===== src/rtl/keypad_scanner.sv =====
// keypad_scanner
//   Scans a 4x4 active-low keypad one column at a time, debounces a single
//   pressed key, reports it once, and then waits for a debounced release.
//
// Ports
//   clk       in   rising-edge clock for all state
//   reset     in   synchronous, active-high reset
//   row_in    in   [3:0] asynchronous row lines, active-low, pulled up
//   col_out   out  [3:0] column drive, active-low, exactly one bit low
//   key_code  out  [3:0] {row_index, col_index} of the last accepted key
//   key_valid out  one-cycle pulse in the cycle key_code is updated
//   key_held  out  high from acceptance until the release is debounced
//
// Handshake: key_valid is a qualifier only -- there is no ready. key_code is
// new in exactly the cycle key_valid is high and then holds its value until
// the next accepted key; a consumer that misses the pulse loses that key.
module keypad_scanner #(
  parameter int SCAN_CYCLES     = 16,
  parameter int DEBOUNCE_CYCLES = 1000
) (
  input  logic       clk,
  input  logic       reset,
  input  logic [3:0] row_in,
  output logic [3:0] col_out,
  output logic [3:0] key_code,
  output logic       key_valid,
  output logic       key_held
);

  localparam int MAX_CYCLES = (SCAN_CYCLES > DEBOUNCE_CYCLES) ? SCAN_CYCLES : DEBOUNCE_CYCLES;
  localparam int CW         = $clog2(MAX_CYCLES) + 1;

  localparam logic [CW-1:0] SCAN_LAST = CW'(SCAN_CYCLES - 1);
  localparam logic [CW-1:0] DB_LAST   = CW'(DEBOUNCE_CYCLES - 1);
  // First dwell cycles in which rs may still reflect the previous column.
  localparam logic [CW-1:0] SETTLE    = CW'(2);

  typedef enum logic [1:0] {
    SCAN     = 2'd0,
    DEBOUNCE = 2'd1,
    PRESSED  = 2'd2,
    RELEASE  = 2'd3
  } state_t;

  state_t        state;
  logic [1:0]    col;
  logic [1:0]    row_lat;
  logic [3:0]    pat;
  logic [CW-1:0] cnt;
  logic [3:0]    s1;
  logic [3:0]    rs;

  // Row decode of the synchronized lines: valid only when exactly one is low.
  logic [3:0] low;
  logic       single_low;
  logic [1:0] row_idx;

  always_comb begin
    low        = ~rs;
    single_low = (low != 4'h0) && ((low & (low - 4'h1)) == 4'h0);
    row_idx    = 2'd0;
    case (low)
      4'b0010: row_idx = 2'd1;
      4'b0100: row_idx = 2'd2;
      4'b1000: row_idx = 2'd3;
      default: row_idx = 2'd0;
    endcase
  end

  function automatic logic [3:0] col_drive(input logic [1:0] c);
    return ~(4'b0001 << c);
  endfunction

  always_ff @(posedge clk) begin
    if (reset) begin
      state     <= SCAN;
      col       <= 2'd0;
      col_out   <= 4'b1110;
      key_code  <= 4'h0;
      key_valid <= 1'b0;
      key_held  <= 1'b0;
      cnt       <= '0;
      row_lat   <= 2'd0;
      pat       <= 4'hF;
      s1        <= 4'hF;
      rs        <= 4'hF;
    end else begin
      s1        <= row_in;
      rs        <= s1;
      key_valid <= 1'b0;

      case (state)
        SCAN: begin
          // A detection on the last dwell cycle wins over the column advance,
          // so the column stays frozen on the key that was seen.
          if (cnt >= SETTLE && single_low) begin
            row_lat <= row_idx;
            pat     <= rs;
            cnt     <= '0;
            state   <= DEBOUNCE;
          end else if (cnt == SCAN_LAST) begin
            cnt     <= '0;
            col     <= col + 2'd1;
            col_out <= col_drive(col + 2'd1);
          end else begin
            cnt <= cnt + 1'b1;
          end
        end

        DEBOUNCE: begin
          if (rs == pat) begin
            if (cnt == DB_LAST) begin
              key_code  <= {row_lat, col};
              key_valid <= 1'b1;
              key_held  <= 1'b1;
              cnt       <= '0;
              state     <= PRESSED;
            end else begin
              cnt <= cnt + 1'b1;
            end
          end else begin
            // Bounce or a second key: give up and move on to the next column.
            cnt     <= '0;
            col     <= col + 2'd1;
            col_out <= col_drive(col + 2'd1);
            state   <= SCAN;
          end
        end

        PRESSED: begin
          // Any non-idle pattern, even a different row, is just "still held".
          if (rs == 4'hF) begin
            cnt   <= '0;
            state <= RELEASE;
          end
        end

        RELEASE: begin
          if (rs == 4'hF) begin
            if (cnt == DB_LAST) begin
              key_held <= 1'b0;
              cnt      <= '0;
              col      <= col + 2'd1;
              col_out  <= col_drive(col + 2'd1);
              state    <= SCAN;
            end else begin
              cnt <= cnt + 1'b1;
            end
          end else begin
            state <= PRESSED;
          end
        end

        default: state <= SCAN;
      endcase
    end
  end

endmodule


===== config.mk =====
export PLATFORM = sky130hd
export DESIGN_NAME = keypad_scanner
export DESIGN_NICKNAME = d
export VERILOG_FILES = /design/src/rtl/keypad_scanner.sv
export SDC_FILE = /design/constraint.sdc
export NUM_CORES = 1
export LEC_CHECK = 0
export CORE_MARGIN = 10
export CORE_UTILIZATION = 51
export DETAILED_ROUTE_END_ITERATION = 16
export PLACE_DENSITY = 0.76
export SETUP_SLACK_MARGIN = 0.5
export SYNTH_ARGS = -nofsm -noshare
export SYNTH_HDL_FRONTEND = slang
export SYNTH_SLANG_ARGS = --single-unit

===== constraint.sdc =====
create_clock -name clk -period 1.6 [get_ports clk]
set_input_delay 0.32 -clock clk [delete_from_list [all_inputs] [get_ports clk]]
set_output_delay 0.32 -clock clk [all_outputs]
set_load 0.05 [all_outputs]

==> results.py <==
metrics = {
    "outcome": {
        "status": "complete, but fails checks",
        "violations": "setup timing",
    },
    "worst_setup_path": {
        "required_ns": 1.79,
        "worstSetupEndpointType": "flip-flop",
        "cp-start-kind": "flip-flop",
        "critPathMaxFanout": 5,
        "ff2ff_path_depth": 8,
        "path_class": "flip-flop to flip-flop",
        "cp.arrival_ns": 2.01,
    },
    "sta": {
        "finalCriticalPeriod_ns": 1.82,
        "setup_viol": 28,
        "hold_viol_final": 0,
        "timing.final.crit_share_pct": 114,
        "worstMarginPinSlew_ns": 0.403,
        "fmax_mhz": 548,
        "clock_skew_ns": 0.00974,
        "rsz0062_at_grt": "true",
        "timing.hold.ws_ns": 0.407,
        "relSlewSlack_pct": 72.9,
        "final_max_slew_viol_count": 0,
        "setup_tns_ns": -3.80,
        "setup_slack_ns": -0.223,
    },
    "detailed_routing": {
        "final_antenna_net_count": 0,
        "wl_per_cell_um": 17.1,
        "wl_um": 5210,
        "dr.pass1.iters": 6,
        "dr.first_iter.drc_count": 146,
        "route.vias.total": 1689,
        "via_per_inst": 5.56,
        "drcViolationCount": 0,
    },
    "cts": {
        "insertion_delay_ns": 0.30,
        "clk_path_buf_depth": 2,
        "holdBufCountCts": 0,
        "clk_pin_slew_ns": 0.08,
        "clock_sinks": 39,
        "cts_root_buf": "clkbuf_8",
        "cts_tree": "yes",
        "htree_num_levels": 2,
        "cts_buffers": 5,
    },
    "power": {
        "power_mw": 3.23,
        "leakage_nw": 1.15,
        "cellPowerDensity_mw_per_mm2": 1140,
        "ir_worst_vdd_uv": 970,
    },
    "job": {
        "maxCapViolCount": 0,
    },
    "floorplanning": {
        "die_y_um": 80.6,
        "die_w_um": 80.6,
        "dieArea_mm2": 0.00650,
        "ios": 16,
        "core_area_mm2": 0.00344,
        "rows": 21,
        "initial_utilization_pct": 54.4,
    },
    "yosys": {
        "synth.area.top_cells": "dfxtp_1, xnor2_1, nor2_1",
        "syn_nets": 215,
        "synth_cell_types": 42,
        "yosysSeqAreaShare_pct": 41.7,
        "synthCells": 203,
        "synth_top_area_share_pct": 41.7,
        "synth_warnings": 0,
        "yosysTopAreaCell": "dfxtp_1",
        "synth_seq_cells": 39,
        "syn_area_mm2": 0.00187,
        "synth.avg_cell_area_um2": 9.23,
    },
    "final_layout": {
        "final_cell_mix": "buf_4, nor2_1, dfxtp_1",
        "final_common_cell": "buf_4",
        "final_cell_area_mm2": 0.00285,
        "fin_nets": 269,
        "drive_gt1_share_pct": 52.3,
        "num_antenna_cells": 0,
        "synthToLayoutAreaGrowth_pct": 52.0,
    },
    "placed_design": {
        "gp_congestion": 0.834,
        "placed_cell_area_mm2": 0.00230,
        "io_buffers": 15,
        "pre_cts_slack_ns": -0.303,
        "hpwl_um": 2950,
    },
    "grt": {
        "grt_pass1_wl_um": 7170,
        "grt_max_degree": 39,
        "grt_overflow": 0,
        "grt_antenna_before_repair": 0,
        "grt_pass1_vias": 1621,
        "track_usage_pct": 13.9,
    },
    "worst_hold_path": {
        "min_path_type": "flip-flop to flip-flop",
        "holdPathStages": 1,
    },
}
-- cell usage after synthesis (all sizes together) --
master	instances
nor4b	1
nor3b	3
mux2i	5
or2	9
a31oi	1
nor3	8
or4	1
clkbuf	7
nand2b	2
a211oi	3
nor2	23
xor2	3
and2	2
nand4b	3
nand3b	1
and4	1
ha	6
xnor2	10
nand3	5
inv	9
o211ai	1
a31o	1
nand2	15
a21oi	11
a211o	4
dfxtp	39
o21ai	2
or3	6
buf	5
nor4	5
nand4	7
a21o	4
-- cell families after synthesis --
family	share of synthesized area [%]
xor gates and xnor gates	6.08
adders and majority gates	4.01
AOI/OAI and AO/OA	10.0
DFF	41.7
muxes	2.67
and+or+nand+nor	29.0
buffers and inverters	6.55
-- worst max-delay path, cell delays in order, from the launching register on --
cell     delay [ns]
dfxtp_4        0.38
buf_6          0.10
nor4b_4        0.27
nand4_4        0.15
buf_6          0.15
nor3_2         0.14
buf_4          0.20
mux2i_1        0.25
nor2_1         0.07
-- state kept, by name (all words and copies together) (netlist names) --
register	cells
col	2
cnt	11
key_valid	1
s1	4
key_code	4
key_held	1
col_out	4
pat	4
row_lat	2
rs	4
state	2
-- report_power, final --
part,switching [mW],internal (mW),total (mW)
clock,0.351,0.560,0.912
sequential,0.118,1.08,1.19
combinational,0.560,0.567,1.13
total,1.03,2.20,3.23
-- worst paths after layout --
check,startpoint,endpoint,slack (ns)
hold reg to reg,s1[3]$_SDFF_PP1_,rs[3]$_SDFF_PP1_,0.41
hold / removal,s1[3]$_SDFF_PP1_,rs[3]$_SDFF_PP1_,0.41
setup reg to reg,cnt[5]$_SDFFE_PP0P_,key_code[2]$_SDFFE_PP0P_,-0.22
setup / recovery,cnt[5]$_SDFFE_PP0P_,key_code[2]$_SDFFE_PP0P_,-0.22
-- timing repair --
item                                    in CTS  in global routing
cloned                                       0                  2
endpoints found under the setup margin      41                 46
gates resized for setup                     54                 32
pin swaps                                   11                 11
buffers inserted                             6                  4
-- final cells by class --
class | count | area, um^2
clock buffers | 7 | 97.6
fillers | 197 | 596
multi-input cells | 143 | 1200
inverters | 9 | 33.8
flip-flops and latches | 39 | 826
well taps | 46 | 57.6
repair buffers | 59 | 598
clock inverters | 1 | 30.0
-- layer usage --
layer	GRT usage, %	vias up	wire length (um)
met5	0	-	0
met4	7.75	0	154
met3	3.45	15	259
met2	24.2	51	2810
met1	15.0	818	1990
li1	-	805	-
-- metrics by stage --
stage | instances | utilization [%]
2_1_floorplan | 203 | -
3_3_place_gp | 284 | 66.8
3_5_place_dp | 284 | 66.8
4_1_cts | 298 | 77.0
5_1_grt | 304 | 82.7
6_report | 304 | 82.7
Note: power is estimated with default switching activity, not from simulation.
